`src/rtl/fetch_controller_if.sv`:
```
// Fetch-side bus bundle: instruction-memory port, redirect input and the decode handshake.
// The controller uses the master modport; the memory/decode environment uses slave.
interface fetch_controller_if;
    logic [31:0] imem_addr;
    logic [31:0] imem_instr;
    logic        redirect_valid;
    logic [31:0] redirect_pc;
    logic        out_valid;
    logic        out_ready;
    logic [31:0] out_instr;
    logic [31:0] out_pc;
    logic        fault;

    modport master (
        output imem_addr,
        input  imem_instr,
        input  redirect_valid,
        input  redirect_pc,
        output out_valid,
        input  out_ready,
        output out_instr,
        output out_pc,
        output fault
    );

    modport slave (
        input  imem_addr,
        output imem_instr,
        output redirect_valid,
        output redirect_pc,
        input  out_valid,
        output out_ready,
        input  out_instr,
        input  out_pc,
        input  fault
    );
endinterface

```
`src/rtl/fetch_controller.sv`:
```
// Instruction fetch sequencer: PC, combinational imem port, 2-entry fetch queue, redirect and fault.
// Define FETCH_PERF_EN to add the perf_fetched / perf_stalled counters.
module fetch_controller #(
    parameter logic [31:0] RESET_PC  = 32'h0000_0000,
    parameter int unsigned MEM_WORDS = 16384
) (
    input  logic              clk,
    input  logic              rst,
    fetch_controller_if.master bus
`ifdef FETCH_PERF_EN
    ,
    output logic [31:0]       perf_fetched,
    output logic [31:0]       perf_stalled
`endif
);

    typedef enum logic {
        ST_FETCH,
        ST_FAULT
    } state_e;

    localparam logic [31:0] MEM_WORDS_W = 32'(MEM_WORDS);

    state_e      state_q, state_d;
    logic [31:0] pc_q, pc_d;
    logic [1:0]  count_q, count_d;
    logic [31:0] ent_instr_q [2];
    logic [31:0] ent_instr_d [2];
    logic [31:0] ent_pc_q    [2];
    logic [31:0] ent_pc_d    [2];

    logic [31:0] pc_word;
    logic        pc_bad;
    logic        deq;
    logic        enq;
    logic [1:0]  slot;

    assign pc_word = {2'b00, pc_q[31:2]};
    assign pc_bad  = (pc_q[1:0] != 2'b00) || (pc_word >= MEM_WORDS_W);
    assign deq     = (count_q != 2'd0) && bus.out_ready;
    assign slot    = count_q - 2'(deq);

    assign bus.imem_addr = pc_word;
    assign bus.out_valid = (count_q != 2'd0);
    assign bus.out_instr = ent_instr_q[0];
    assign bus.out_pc    = ent_pc_q[0];
    assign bus.fault     = (state_q == ST_FAULT);

    always_comb begin
        state_d     = state_q;
        pc_d        = pc_q;
        count_d     = count_q;
        ent_instr_d = ent_instr_q;
        ent_pc_d    = ent_pc_q;
        enq         = 1'b0;

        if (bus.redirect_valid) begin
            state_d = ST_FETCH;
            pc_d    = bus.redirect_pc;
            count_d = 2'd0;
        end else begin
            if (state_q == ST_FETCH) begin
                if (pc_bad) begin
                    state_d = ST_FAULT;
                end else if ((count_q != 2'd2) || deq) begin
                    enq = 1'b1;
                end
            end

            // Pop shifts entry 1 to the head; the push then lands in the first free slot,
            // which may overwrite the shifted head when the queue held a single entry.
            if (deq) begin
                ent_instr_d[0] = ent_instr_q[1];
                ent_pc_d[0]    = ent_pc_q[1];
            end
            if (enq) begin
                ent_instr_d[slot[0]] = bus.imem_instr;
                ent_pc_d[slot[0]]    = pc_q;
                pc_d                 = pc_q + 32'd4;
            end
            count_d = count_q - 2'(deq) + 2'(enq);
        end
    end

    always_ff @(posedge clk) begin
        if (rst) begin
            state_q     <= ST_FETCH;
            pc_q        <= RESET_PC;
            count_q     <= 2'd0;
            ent_instr_q <= '{default: '0};
            ent_pc_q    <= '{default: '0};
        end else begin
            state_q     <= state_d;
            pc_q        <= pc_d;
            count_q     <= count_d;
            ent_instr_q <= ent_instr_d;
            ent_pc_q    <= ent_pc_d;
        end
    end

`ifdef FETCH_PERF_EN
    logic [31:0] perf_fetched_q, perf_fetched_d;
    logic [31:0] perf_stalled_q, perf_stalled_d;

    always_comb begin
        perf_fetched_d = perf_fetched_q + 32'(enq);
        perf_stalled_d = perf_stalled_q + 32'((count_q != 2'd0) && !bus.out_ready);
    end

    always_ff @(posedge clk) begin
        if (rst) begin
            perf_fetched_q <= '0;
            perf_stalled_q <= '0;
        end else begin
            perf_fetched_q <= perf_fetched_d;
            perf_stalled_q <= perf_stalled_d;
        end
    end

    assign perf_fetched = perf_fetched_q;
    assign perf_stalled = perf_stalled_q;
`endif

endmodule

```
`src/flat_wrapper.sv`:
```
// flat-port wrapper written by rule: the top's interface ports become plain ports
module fetch_controller_flat 
#(
    parameter logic [31:0] RESET_PC  = 32'h0000_0000,
    parameter int unsigned MEM_WORDS = 16384
)
  (clk, rst, bus_imem_addr, bus_imem_instr, bus_redirect_valid, bus_redirect_pc, bus_out_valid, bus_out_ready, bus_out_instr, bus_out_pc, bus_fault);
  fetch_controller_if bus_i ();
  input  logic clk;
  input  logic rst;
  output wire logic [$bits(bus_i.imem_addr)-1:0] bus_imem_addr;
  input wire logic [$bits(bus_i.imem_instr)-1:0] bus_imem_instr;
  input wire logic [$bits(bus_i.redirect_valid)-1:0] bus_redirect_valid;
  input wire logic [$bits(bus_i.redirect_pc)-1:0] bus_redirect_pc;
  output wire logic [$bits(bus_i.out_valid)-1:0] bus_out_valid;
  input wire logic [$bits(bus_i.out_ready)-1:0] bus_out_ready;
  output wire logic [$bits(bus_i.out_instr)-1:0] bus_out_instr;
  output wire logic [$bits(bus_i.out_pc)-1:0] bus_out_pc;
  output wire logic [$bits(bus_i.fault)-1:0] bus_fault;
  assign bus_imem_addr = bus_i.imem_addr;
  assign bus_i.imem_instr = bus_imem_instr;
  assign bus_i.redirect_valid = bus_redirect_valid;
  assign bus_i.redirect_pc = bus_redirect_pc;
  assign bus_out_valid = bus_i.out_valid;
  assign bus_i.out_ready = bus_out_ready;
  assign bus_out_instr = bus_i.out_instr;
  assign bus_out_pc = bus_i.out_pc;
  assign bus_fault = bus_i.fault;
  fetch_controller #(.RESET_PC(RESET_PC), .MEM_WORDS(MEM_WORDS)) u_core (.clk(clk), .rst(rst), .bus(bus_i));
endmodule
```
`config.mk`:
```
export PLATFORM = sky130hd
export DESIGN_NAME = fetch_controller_flat
export DESIGN_NICKNAME = d
export VERILOG_FILES = /design/src/rtl/fetch_controller_if.sv /design/src/rtl/fetch_controller.sv /design/src/flat_wrapper.sv
export SDC_FILE = /design/constraint.sdc
export NUM_CORES = 1
export LEC_CHECK = 0
export CORE_ASPECT_RATIO = 0.75
export CORE_MARGIN = 2
export CORE_UTILIZATION = 54
export DETAILED_ROUTE_END_ITERATION = 6
export PLACE_DENSITY = 0.86
export SYNTH_ARGS = -nofsm -noshare
export SYNTH_HDL_FRONTEND = slang
export SYNTH_SLANG_ARGS = --single-unit
```
`constraint.sdc`:
```
create_clock -name clk -period 6.45 [get_ports clk]
set_clock_uncertainty 0.05 [all_clocks]
set_input_delay 0.645 -clock clk [delete_from_list [all_inputs] [get_ports clk]]
set_output_delay 0.645 -clock clk [all_outputs]
set_load 0.01 [all_outputs]
```
==> impl_results.md, run 1 <==
- Die W: between 100 and 150 um
- Vias in the first global route: ~5.8k
- Die H: roughly 100 um
- Post-synth ARST share: 0
- Worst skew pair latency: around 420 ps
- Crit path max-delay family: simple AND/OR/NAND/NOR gates
- Critical path peak fanout: 48
- Register bit count reported by yosys: approximately 160
- Initial cell density of the core: 0.558
- DIE AREA: between 10000 and 15000 um2
- Most Crowded Layer GR: met2
- LEAKAGE: slightly below 3 nW
- Worst Tran Pin Value: about 1000 ps
- Crit path buffers/inverters: 2
- EDFF count, synth: 0
- Share of layout cells above drive strength 1: 0.0797
- Placeable Area: between 10000 and 15000 um2
- Relative slew slack: 0.319
- Number of setup violations in the final report: 0
- Max_cap viols: 0
- Crit start category: input port
- Clock sinks: 163
- Met2 Use GR: 0.385
- Gp weighted congestion: slightly below 0.8
- Unrepaired setup endpoints after global routing: no
- H-tree depth: 4
- Row count: 36
- Nets@finish: between 900 and 1k
- Commonest non-fill, non-tap cell in the layout: dfxtp_1
- Largest net degree at the start of global routing: 76
- Clk buf depth: 2
- Hold Vio Cnt, Final: 0
- Pwr dens: approximately 260 nW/um2
- Setup bufs post-CTS: 0
- Final std cells w/o fill: between 1k and 1.5k
- Slowest-stage cell, CP: and3_2
- Cell area after synthesis: ~7300 um2
- IO Port Bufs: 163
- # diodes: 0
- Max Clock Freq: 272 MHz
- Fillers: slightly above 1k
- HP Class: reg2reg
- Critical path type: in2reg
- DR vias/cell: around 5.8
- Initial DRC Count: about 540
- VDD IR max: between 0.2 and 0.25 mV
- Clk slew on worst S/H paths: 70 ps
- Ports: approximately 170
- Met1 Use GR: 0.359
- Layout area overhead: 19.9%
- Initial antenna violation count: 0
- Avg WL per Cell: between 15 and 20 um
- Synth Warn #: 0
- Fin. max-slew vios: 0
- Yosys cell types: between 40 and 50
- First-pass GRT wire length: approximately 30000 um
- Avg Inst Size Synth: between 8 and 9 um2
- Min Tclk post-route: about 3700 ps
- Crit path cell chain: clkdlybuf4s50_1 -> nand2_2 -> inv_2 -> ha_1 -> nor2_1 -> and3_2 -> nor2_2 -> and2_1
- TritonCTS clock tree: built
- Hold_buf cts: 0
- Synth Flop Type: dfxtp_1
- Clock root cell: clkbuf_16
- Total routed wirelength: around 18000 um
- Final ANT Viol Nets: 0
- WP data required: 6710 ps
- CP Capture Type: register
- Period utilization: 0.569
- Via Count: a little over 6k
- Max incr delay on CP: between 800 and 900 ps
- GRT Overall Usage: 0.251
- Syn Inst Count: approximately 840
- Critical Path AT: just under 4000 ps
- TritonCTS buffer count: 17
- DRC: 0
- Total grt overflow: 0
- First-pass DRT Iterations: 5
- Cts repair resizes: 0
- Post-Place Cells: around 1k
- Post-synthesis sequential area ratio: 0.446
- Final HPWL from detailed placement: roughly 11000 um
- Status: finished clean
- Final setup TNS: 0 ps
- Commonest cells after routing, fill and taps aside: dfxtp_1, clkdlybuf4s50_1, nand2_1
- Met3 Usage GRT: 0.0550
final timing paths:
path | startpoint | endpoint | slack (ps) | cells past startpoint
worst max-delay path | bus_out_ready | register | 2780 | 8
worst min-delay path | register | register | 410 | 2
worst max register to register | u_core.count_q[1] | register | 3030 | 8
worst min register to register | register | register | 410 | 2
cells by family after synthesis:
| group | synth area share |
|---|---|
| compound gates | 0.139 |
| simple gates | 0.223 |
| fa+ha+maj | 0.00684 |
| other cells | 0.000513 |
| mux | 0.0233 |
| xor+xnor | 0.0168 |
| flops | 0.446 |
| buf+inv | 0.145 |
synth_stat cells, drive strengths merged, types with 8 or more instances:
master | n | area share
a211oi | 10 | 0.010
a21oi | 51 | 0.036
a221oi | 46 | 0.055
a22o | 18 | 0.022
and2 | 18 | 0.015
buf | 124 | 0.12
clkbuf | 37 | 0.019
dfxtp | 163 | 0.45
inv | 8 | 0.0041
mux2i | 17 | 0.023
nand2 | 100 | 0.052
nand3 | 11 | 0.0089
nor2 | 68 | 0.035
nor3 | 56 | 0.039
nor4 | 48 | 0.047
o22ai | 12 | 0.010
or2 | 12 | 0.010
xnor2 | 12 | 0.014
report_power, final:
part,switching (mW),internal [mW]
registers,0.0238,1.02
logic,0.110,0.103
clock network,0.468,0.518
total,0.603,1.64
through the flow:
| stage | area (um2) | hold slack [ps] | util | setup WS (ps) | power, mW |
|---|---|---|---|---|---|
| 2_1_floorplan | 7320 | 381 | - | 3750 | 1.20 |
| 3_3_place_gp | 8200 | 394 | 0.625 | 2470 | 1.28 |
| 3_5_place_dp | 8200 | 397 | 0.625 | 2380 | 1.28 |
| 4_1_cts | 8770 | 409 | 0.669 | 2800 | 2.26 |
| 5_1_grt | 8770 | 422 | 0.669 | 2560 | 2.33 |
| 6_report | 8770 | 410 | 0.669 | 2780 | 2.25 |
cell type report:
| cell class | instances | area, um2 | area share |
|---|---|---|---|
| Tap cell | 171 | 214 | 0.0244 |
| Sequential cell | 163 | 3260 | 0.372 |
| Multi-Input combinational cell | 506 | 3020 | 0.344 |
| Clock buffer | 17 | 425 | 0.0485 |
| Inverter | 8 | 30.0 | 0.00342 |
| Timing Repair Buffer | 169 | 1670 | 0.190 |
| Clock inverter | 15 | 153 | 0.0174 |
tightest hold or removal path: cells and delay by family (launching register included):
kind,cells,cell delay (ps)
and+or+nand+nor,1,50
AOI/OAI and AO/OA,1,50
DFF,1,310
metal layers:
metal  share of wire  up-vias  wire, um
li1                -     2936         -
met5               0        -         0
met4           0.012        0       215
met3           0.074       20      1340
met2            0.46      250      8300
met1            0.46     2894      8290
Power figures use the tool's default switching activity.
==> inputs of run 2 (changes only) <==
--- a/config.mk
+++ b/config.mk
@@ -7,9 +7,9 @@
 export LEC_CHECK = 0
 export CORE_ASPECT_RATIO = 0.75
 export CORE_MARGIN = 2
-export CORE_UTILIZATION = 54
+export CORE_UTILIZATION = 51
 export DETAILED_ROUTE_END_ITERATION = 6
-export PLACE_DENSITY = 0.86
+export PLACE_DENSITY = 0.82
 export SYNTH_ARGS = -nofsm -noshare
 export SYNTH_HDL_FRONTEND = slang
 export SYNTH_SLANG_ARGS = --single-unit
==> constraint.sdc (replaced) <==
create_clock -name clk -period 3.4 [get_ports clk]
set_clock_uncertainty 0.05 [all_clocks]
set_input_delay 0.34 -clock clk [delete_from_list [all_inputs] [get_ports clk]]
set_output_delay 0.34 -clock clk [all_outputs]
set_load 0.01 [all_outputs]
==> run 2 against run 1 <==
Compared with the run above:
- sequential share of layout area is 0.37 points lower
- flip-flop and latch count stayed put
- core utilization is 3.1 points lower
- highest routed layer unchanged
- non-clock buffer count is 5 higher
==> impl_results.md, run 2 (synthesized netlist as in run 1, its figures left out) <==
- Row count: 37
- Unrepaired setup endpoints after global routing: no
- Commonest non-fill, non-tap cell in the layout: dfxtp_1
- Final core utilization: 0.638
- Avg WL per Cell: 17.6 um
- Hold Vio Cnt, Final: 0
- Total grt overflow: 0
- Critical path peak fanout: 26
- Via Count: between 6k and 7k
- DR vias/cell: just under 6
- Max incr delay on CP: slightly below 700 ps
- Period utilization: 0.751
- WL met2: roughly 8400 um
- Reg2Reg Capture Point: u_core.bus.out_instr[2]
- Final ANT Viol Nets: 0
- VDD IR max: roughly 0.37 mV
- P_int: roughly 3.3 mW
- Seq. cell area: about 3300 um2
- R2R depth: 7
- Nets@finish: between 900 and 1k
- Commonest cells after routing, fill and taps aside: dfxtp_1, clkdlybuf4s50_1, nand2_1
- Sequential fraction of design power: 0.455
- Initial DRC Count: just over 400
- Final HPWL from detailed placement: about 11000 um
- IO Port Bufs: approximately 160
- Initial antenna violation count: 0
- Cts repair resizes: 0
- Relative slew slack: 0.344
- TritonCTS clock tree: built
- Crit path cell chain: or2_2 -> nand2_2 -> inv_2 -> a21oi_4 -> buf_4 -> a221oi_1 -> nor4_1
- Worst Hold Path EP: u_core.pc_q[24]
- FF-to-FF Start: u_core.count_q[1]
- Crit path buffers/inverters: 2
- Status: finished clean
- Multi-input logic area: between 3000 and 4000 um2
- Layout area overhead: 21.1%
- Clk buf depth: 2
- # diodes: 0
- Cell count along the critical path: 7
- Worst skew pair latency: about 420 ps
- Switch share: 0.252
- Die W: between 100 and 150 um
- DRT met1 WL: slightly below 9000 um
- Max_cap viols: 0
- Ports: 166
- Setup bufs post-CTS: 0
- Fin. max-slew vios: 0
- Crit path max-delay family: compound AO/OA/AOI/OAI gates
- Number of setup violations in the final report: 0
- Die H: approximately 110 um
- Reg2reg setup slack: between 800 and 900 ps
- Critical Path AT: 2810 ps
- TritonCTS buffer count: 17
- Max layer used: met4
- LEAKAGE: approximately 3 nW
- Clock sinks: ~160
- DRC: 0
- DIE AREA: ~15000 um2
- Worst hold stages: 2
- Pwr dens: 493 nW/um2
- CP Capture Type: register
- Initial cell density of the core: 0.527
- Final setup TNS: 0 ps
- Critical path type: reg2reg
- WP data required: about 3700 ps
- HP Class: in2reg
- Largest net degree at the start of global routing: 81
- First-pass GRT wire length: approximately 30000 um
- Psw: around 1.1 mW
- Clock group share of total power: 0.452
- Clk slew on worst S/H paths: approximately 70 ps
- Total routed wirelength: 18600 um
- Detail Route met3 WL: 1170 um
- Vias in the first global route: a little under 6k
- Worst Tran Pin Value: a little under 1000 ps
- H-tree depth: 4
- Min-delay src: rst
- Placeable Area: 13900 um2
- Slowest-stage cell, CP: a21oi_4
- Crit start category: register
- Hold_buf cts: 0
- Share of layout cells above drive strength 1: 0.0849
- First-pass DRT Iterations: 5
- Fillers: between 1k and 1.5k
- Clock root cell: clkbuf_16
- Comb pwr share: 0.093
- Min Tclk post-route: 2550 ps
- Gp weighted congestion: 0.786
- GRT Overall Usage: 0.245
- Max Clock Freq: around 400 MHz
-- run 2: cell type report --
type	instances	share of cell area
Sequential cell	163	0.368
Multi-Input combinational cell	506	0.341
Timing Repair Buffer	174	0.194
Clock buffer	18	0.0496
Tap cell	175	0.0247
Clock inverter	14	0.0193
Inverter	8	0.00339
-- run 2: worst max path at each step --
stage / from / slack (ps) / end
2_1_floorplan: u_core.count_q[1] / 790 / u_core.bus.out_instr[0]
3_3_place_gp: bus_out_ready / 830 / u_core.bus.out_instr[28]
3_5_place_dp: bus_out_ready / 710 / u_core.bus.out_instr[2]
4_1_cts: u_core.count_q[1] / 870 / u_core.bus.out_instr[2]
5_1_grt: u_core.count_q[1] / 730 / u_core.bus.out_instr[2]
6_report: u_core.count_q[1] / 850 / u_core.bus.out_instr[2]
-- run 2: stage by stage --
stage	setup WS (ps)	power (mW)	instance area [um2]	hold WS (ps)	cells
4_1_cts	875	4.39	8860	356	1058
2_1_floorplan	791	2.28	7320	381	838
3_3_place_gp	826	2.43	8250	392	1026
5_1_grt	730	4.51	8860	368	1058
3_5_place_dp	711	2.43	8250	395	1026
6_report	846	4.37	8860	366	1058
-- run 2: power groups by stage --
stage               clock [mW]  combinational, mW  sequential (mW)
detailed placement           0              0.404             2.03
floorplan                    0              0.261             2.01
CTS                       1.99              0.407             1.99
global placement             0              0.399             2.03
finish                    1.97              0.407             1.99
global route              2.07              0.439             1.99
-- run 2: per-layer routing --
layer | GRT usage | vias to the layer above
li1 | - | 2933
met1 | 0.340 | 2958
met2 | 0.374 | 235
met3 | 0.0485 | 24
met4 | 0.104 | 0
met5 | 0 | -
==> inputs of run 3 (changes only) <==
==> constraint.sdc (replaced) <==
create_clock -name clk -period 2.4 [get_ports clk]
set_clock_uncertainty 0.05 [all_clocks]
set_input_delay 0.24 -clock clk [delete_from_list [all_inputs] [get_ports clk]]
set_output_delay 0.24 -clock clk [all_outputs]
set_load 0.01 [all_outputs]
==> run 3 against run 2 <==
Compared with the run above:
- critical path depth grew 3
- flip-flop and latch count is the same
- largest cell class unchanged
- clock power grew 34%
- core utilization grew 1.5 points
==> impl_results.md, run 3 (synthesized netlist as in run 1, its figures left out) <==
- Gp weighted congestion: between 0.8 and 0.9
- DRC: 0
- Final core utilization: 0.653
- Number of setup violations in the final report: 0
- Cell area after layout: 9070 um2
- Pre-CTS WS: -33.6 ps
- Tot Pwr: 6.06 mW
- Comb pwr share: 0.102
- Crit start category: register
- Total routed wirelength: approximately 18000 um
- Die W: 142 um
- DIE AREA: around 15000 um2
- Placeable Area: 13900 um2
- Critical path peak fanout: 37
- First-pass GRT wire length: just under 30000 um
- VDD IR max: ~0.52 mV
- Nets@finish: 960
- Initial antenna violation count: 0
- Min Tclk post-route: ~2200 ps
- Initial DRC Count: just under 600
- Final WS setup: ~150 ps
- # diodes: 0
- Total grt overflow: 0
- Via Count: slightly above 6k
- Slowest-stage cell, CP: dfxtp_1
- Max Clock Freq: 445 MHz
- Commonest cells after routing, fill and taps aside: dfxtp_1, clkdlybuf4s50_1, nand2_1
- CP Capture Type: register
- Psw: 1.61 mW
- Commonest non-fill, non-tap cell in the layout: dfxtp_1
- LEAKAGE: 3.14 nW
- Ports: ~170
- Relative slew slack: 0.404
- Clock root cell: clkbuf_16
- Placed cell areas: roughly 8400 um2
- Largest net degree at the start of global routing: 85
- Final setup TNS: 0 ps
- Final HPWL from detailed placement: 11900 um
- Post-Place Cells: 1043
- Die H: 108 um
- TritonCTS clock tree: built
- Max incr delay on CP: about 330 ps
- Row count: 37
- Pwr dens: 668 nW/um2
- TritonCTS buffer count: 17
- Worst hold slack: around 73 ps
- Avg WL per Cell: ~17 um
- Status: finished clean
- Switch share: 0.266
- Sequential fraction of design power: 0.464
- Worst skew pair latency: around 420 ps
- Final ANT Viol Nets: 0
- Hold Vio Cnt, Final: 0
- IO Port Bufs: approximately 160
- Share of layout cells above drive strength 1: 0.104
- Vias in the first global route: between 5k and 6k
- Clock sinks: 163
- Worst Tran Pin Value: 894 ps
- Clock group share of total power: 0.434
- Critical path type: reg2reg
- P_int: around 4.4 mW
- WP data required: roughly 2700 ps
- Period utilization: 0.936
- Clk buf depth: 2
- HP Class: in2reg
- Critical Path AT: ~2500 ps
- Initial cell density of the core: 0.527
- Unrepaired setup endpoints after global routing: no
- Max_cap viols: 0
- First-pass DRT Iterations: 7
- GRT Overall Usage: 0.243
- Final std cells w/o fill: between 1k and 1.5k
- Clk slew on worst S/H paths: ~70 ps
- H-tree depth: 4
- Fin. max-slew vios: 0
- DR vias/cell: roughly 5.8
- Crit path cell chain: or2_4 -> nand2_4 -> inv_2 -> ha_1 -> inv_1 -> nor3_4 -> buf_4 -> buf_12 -> a221oi_1 -> nor4_1
- Layout area overhead: 23.9%
==> run 3: cell count changes in the layout (fill, tap and decap cells not counted), moves of 2 or more <==
cell and change:
buf_12 +5, nor4_4 +2, buf_4 +13, inv_6 +3, bufinv_16 -2, clkinvlp_4 +3, nor4_2 -2, clkinv_8 +3
clkinv_4 -4
==> run 3: layer usage <==
| layer | part of all wire | GRT usage | wire (um) |
|---|---|---|---|
| met1 | 0.45 | 0.338 | 8280 |
| met2 | 0.45 | 0.377 | 8320 |
| met3 | 0.086 | 0.0609 | 1580 |
| met4 | 0.0096 | 0.0693 | 177 |
| met5 | 0 | 0 | 0 |
==> run 3: area by class of cell <==
cell class | count | area [um2]
clock inverters | 15 | 158
repair buffers | 192 | 1920
inverters | 8 | 30.0
fillers | 1155 | 4820
clock buffers | 17 | 425
flip-flops and latches | 163 | 3260
well taps | 175 | 219
multi-input cells | 506 | 3060
==> run 3: worst paths after layout <==
check | startpoint | to | slack [ps] | cells past startpoint
worst min register to register | register | register | 410 | 2
worst min-delay path | rst | register | 70 | 2
worst max-delay path | u_core.count_q[1] | u_core.bus.out_instr[12] | 150 | 10
worst max register to register | u_core.count_q[1] | u_core.bus.out_instr[12] | 150 | 10
==> run 3: power groups by stage <==
stage / Sequential, mW / Clock, mW / Combinational, mW
3_3_place_gp: 2.87 / 0 / 0.601
4_1_cts: 2.81 / 2.68 / 0.613
2_1_floorplan: 2.85 / 0 / 0.373
3_5_place_dp: 2.87 / 0 / 0.610
6_report: 2.81 / 2.63 / 0.619
5_1_grt: 2.82 / 2.79 / 0.669
==> run 3: timing repair <==
action / 4_1_cts / 5_1_grt
hold endpoints to repair: 0 / 0
resized for setup: 0 / 3
hold buffers: 0 / 0
setup endpoints to repair: 0 / 32
setup buffers: 0 / 1
==> run 3: worst max-delay path, delay by kind of cell (launching register included) <==
kind | cells | cell delay (ps)
DFF | 1 | 330
adders and majority gates | 1 | 310
AOI/OAI and AO/OA | 1 | 70
buffers and inverters | 4 | 530
and+or+nand+nor | 4 | 840
==> variant 1: new RTL, flow settings as in run 3 <==
Register the output `bus.fault`; this adds one clock of latency there.
--- a/src/rtl/fetch_controller.sv
+++ b/src/rtl/fetch_controller.sv
@@ -44,7 +44,9 @@
     assign bus.out_valid = (count_q != 2'd0);
     assign bus.out_instr = ent_instr_q[0];
     assign bus.out_pc    = ent_pc_q[0];
-    assign bus.fault     = (state_q == ST_FAULT);
+    always_ff @(posedge clk) begin
+        bus.fault <= (state_q == ST_FAULT);
+    end
 
     always_comb begin
         state_d     = state_q;
Check against the original RTL: not equivalent (a bounded check fails within 4 cycles, from zero or initial values and one cycle with rst high).
==> variant 1 against run 3 <==
- sequential power about the same
- wire length up 3.2%
- sequential cell count up 1
- largest power group unchanged
- critical path depth did not move
- synthesized area up 0.27%
- setup slack worse by 0.018 ns
- cell count rose by 0.19%
- design area is 0.83% higher
- total power up 1.8%
==> variant 1: results (changes against run 3) <==
The total number of vias is 6279 (+1.2%). The adder-cell share of the synthesized area came out at 0.00682 (-0.0000187). Relative to the synthesized area, the layout overhead comes to 24.6%. The met2 capacity usage during global routing came out at 0.390 (+0.0133). The met3 demand-to-capacity share in global routing is 0.0596 (-0.00133). The worst hold slack came out at 0.197 ns (+0.124 ns). The leakage power is 3.17 nW (+1.2%).

The xor-xnor portion of the synthesized cell area is 0.0167 (-0.0000457). Ranked by total cell area, the synthesized netlist is headed by dfxtp_1 (45%), buf_4 (10%), a221oi_1 (5.5%). The number of standard cells in the final layout excluding fillers is 1078 (+0.19%). The detailed placement HPWL is 12.2 mm (+2.4%). The standard cell area after detailed placement came out at 8530 sq um (+1.0%). The arrival time of data at the critical path endpoint came out at 2.53 ns (+0.02 ns). The fill cell instance count of the final layout is 1122 (-2.9%).

The mux share of post-synthesis cell area is 0.0232 (-0.0000635). The worst-case vdd ir drop is 0.643 mV (+24%). The end point of the critical path is u_core.bus.out_instr[27]$_SDFFE_PP0N_.

The final-stage net count came out at 962 (+0.21%). The wire length of the first global-routing pass is 30.2 mm (+2.0%). The run finished with clean final reports. The pin count of the biggest net entering global routing came out at 75 (-12%). The compound-cell area share of the yosys netlist is 0.139 (-0.000380). The fraction of met1 tracks used by global routing came out at 0.339 (+0.00137). The top fanout value on the critical path came out at 26 (-30%). The routed length on met3 came out at 1.49 mm (-5.6%). The overall global routing resource usage is 0.248 (+0.00449).

The share of cells above drive strength 1 came out at 0.105 (+0.000876). The placed instance count is 1046 (+0.29%).
variant 1: cell type report:
| cell class | instances | share of cell area |
|---|---|---|
| clock inverters | 15 | 0.0203 |
| multi-input cells | 506 | 0.332 |
| flip-flops and latches | 164 | 0.359 |
| well taps | 175 | 0.0239 |
| repair buffers | 193 | 0.215 |
| clock buffers | 17 | 0.0465 |
| inverters | 8 | 0.00328 |
variant 1: cells by family after synthesis:
| kind of cell | Yosys count |
|---|---|
| other | 1 |
| muxes | 17 |
| xor gates and xnor gates | 14 |
| buffers and inverters | 169 |
| and+or+nand+nor | 326 |
| DFF | 164 |
| adders and majority gates | 4 |
| AOI/OAI and AO/OA | 143 |
variant 1: power groups by stage:
stage	registers [mW]	logic, mW	clock network [mW]
2_1_floorplan	2.87	0.373	0
6_report	2.82	0.627	2.72
5_1_grt	2.83	0.672	2.87
3_3_place_gp	2.88	0.612	0
4_1_cts	2.82	0.622	2.76
3_5_place_dp	2.88	0.619	0
==> variant 2: new RTL, flow settings as in run 3 <==
Made on the original files. `MEM_WORDS` is set to 16384 in 2 places; all go to 8192.
--- a/src/rtl/fetch_controller.sv
+++ b/src/rtl/fetch_controller.sv
@@ -2,7 +2,7 @@
 // Define FETCH_PERF_EN to add the perf_fetched / perf_stalled counters.
 module fetch_controller #(
     parameter logic [31:0] RESET_PC  = 32'h0000_0000,
-    parameter int unsigned MEM_WORDS = 16384
+    parameter int unsigned MEM_WORDS = 8192
 ) (
     input  logic              clk,
     input  logic              rst,
--- a/src/flat_wrapper.sv
+++ b/src/flat_wrapper.sv
@@ -2,7 +2,7 @@
 module fetch_controller_flat 
 #(
     parameter logic [31:0] RESET_PC  = 32'h0000_0000,
-    parameter int unsigned MEM_WORDS = 16384
+    parameter int unsigned MEM_WORDS = 8192
 )
   (clk, rst, bus_imem_addr, bus_imem_instr, bus_redirect_valid, bus_redirect_pc, bus_out_valid, bus_out_ready, bus_out_instr, bus_out_pc, bus_fault);
   fetch_controller_if bus_i ();
Behaviour: not the same (Yosys sat finds a counterexample within 4 cycles, from zero or initial values and one cycle with rst high).
==> variant 2 against run 3 <==
- total power rose by 4.2%
- sequential cell count did not move
- die area rose by 0.53%
- setup slack improved by 0.043 ns
- fmax rose by 1.9%
- via count fell by 12%
- wire length fell by 12%
- design area rose by 0.51%
- sequential share of layout area fell by 0.17 points
- synthesized area rose by 0.55%
- clock power rose by 12%
==> variant 2: results (changes against run 3) <==
The post-placement worst setup slack was 0.0813 ns (+0.115 ns). The worst hold path depth is 2 (unchanged). Sorting the synthesized cells by how often they occur yields dfxtp_1 (163), buf_4 (99), nand2_1 (96), nor2_1 (84), mux2i_1 (58).

The class of the tightest hold or removal check is in2reg. The fraction of met1 tracks used by global routing came out at 0.292 (-0.0462). The depth of the worst register-to-register path was 9 (-1). On the critical path, the stage with the largest delay is an instance of o32ai_4. The fraction of registers with async set/reset came out at 0 (unchanged).

The met2 capacity usage during global routing came out at 0.339 (-0.0382). The number of levels the H-tree was split into is 4 (unchanged). The detailed placement HPWL came out at 10.5 mm (-12%). The tree is rooted in a clkbuf_16. The setup violation total in the final timing report was 0 (unchanged).

The sequential fraction of the synthesis area is 0.444 (-0.00243). The number of distinct standard cells referenced by the synthesized netlist was 44 (unchanged). The arrival time of data at the critical path endpoint is 2.46 ns (-0.05 ns). The final-stage net count is 938 (-2.3%). The top fanout value on the critical path was 45 (+22%). The wire length after detailed routing is 16.2 mm (-12%). The quantity of I/O buffers inserted on ports came out at 163 (unchanged). In the post-synthesis netlist, the biggest area contributors are dfxtp_1 (44%), buf_4 (10%), mux2i_1 (7.9%). The number of buffers on the longest clock path was 2 (unchanged). The leakage power is 3.53 nW (+13%).

The pin count of the biggest net entering global routing is 75 (-12%). The routability-driven placement congestion ratio is 0.803 (-4.3%). The via count of the first global-routing pass is 5254 (-8.2%). The number of antenna violations at the first check in global routing is 0 (unchanged). The share of cells above drive strength 1 came out at 0.138 (+0.0333). The overall global routing resource usage came out at 0.214 (-0.0295). The worst relative slew slack was 0.482 (+0.0783). The antenna cell count was 0 (unchanged). The clock transition at the registers of the reported paths is 0.07 ns (about the same).

The met3 demand-to-capacity share in global routing is 0.0598 (-0.00116). The starting DRC count in detailed routing came out at 279 (-52%). The worst-case vdd ir drop is 0.656 mV (+27%).

The maximum single-stage delay on the critical path came out at 0.38 ns (+0.05 ns). The flow ran to the end, and the final reports show no timing, DRC or antenna violations. The number of buffers inserted during clock tree synthesis is 17 (unchanged). The insertion delay of the later-clocked pin in the worst-skew pair came out at 0.41 ns.

The wire length of the first global-routing pass is 26.3 mm (-11%). The count of synthesis-stage warnings from yosys came out at 0 (unchanged). The detailed-route vias per instance is 5.20 (-9.8%). The first-pass iteration count of the detailed router came to 4 (-3).
## variant 2: layout make-up
| type | count | area, sq um |
|---|---|---|
| fill | 1170 | 4770 |
| sequential | 163 | 3260 |
| multi-input combinational | 490 | 3090 |
| timing repair buffer | 184 | 1860 |
| clock buffer | 17 | 425 |
| clock inverter | 15 | 219 |
| tap | 175 | 219 |
| inverter | 10 | 40.0 |
## variant 2: repair_timing
item	CTS	global route
endpoints found under the setup margin	0	8
gates resized for setup	0	2
buffers inserted	0	2
## variant 2: layer usage
metal / routed length [um] / share of wire / up-vias
li1: - / - / 2762
met4: 115 / 0.0071 / 0
met5: 0 / 0 / -
met1: 7650 / 0.47 / 2562
met3: 1140 / 0.070 / 13
met2: 7280 / 0.45 / 146
## variant 2: where the power goes
group	internal, mW	total (mW)	switching [mW]	leakage, nW
combinational	0.299	0.564	0.265	1.90
sequential	2.76	2.81	0.0517	1.32
clock	1.78	2.94	1.16	0.314
## variant 2: final timing paths
kind                                                   start  slack, ns                                     to
worst max-delay path            u_core.count_q[1]$_SDFF_PP0_       0.20  u_core.bus.out_instr[31]$_SDFFE_PP0N_
worst min-delay path                                     rst       0.27           u_core.pc_q[29]$_SDFFE_PP0P_
worst max register to register  u_core.count_q[1]$_SDFF_PP0_       0.20  u_core.bus.out_instr[31]$_SDFFE_PP0N_
worst min register to register                      register       0.40                               register
## variant 2: logic make-up after synthesis
logic type,count (synthesis),synth area share
compound gates,132,0.126
simple gates,280,0.183
flops,163,0.444
xor+xnor,8,0.00952
mux,64,0.0886
buf+inv,163,0.142
fa+ha+maj,4,0.00680
other cells,1,0.000510
## variant 2: metrics by stage
stage / cell area, sq um / utilization / TNS, ns / hold slack (ns) / std cells
final: 9110 / 0.656 / 0 / 0.267 / 1054
after global routing: 9110 / 0.656 / 0 / 0.293 / 1054
after CTS: 9090 / 0.655 / 0 / 0.270 / 1052
after detailed placement: 8450 / 0.608 / 0 / 0.392 / 1020
after global placement: 8450 / 0.608 / 0 / 0.387 / 1020
after floorplan: 7400 / - / -0.110 / 0.326 / 816
## variant 2: worst max-delay path: cells and delay by family (launching register included)
| family | cells | cell delay, ns |
|---|---|---|
| buffers and inverters | 2 | 0.32 |
| adder cells (fa/ha/maj) | 1 | 0.28 |
| flip-flops | 1 | 0.34 |
| AO/OA/AOI/OAI | 2 | 0.61 |
| AND/OR/NAND/NOR | 4 | 0.49 |
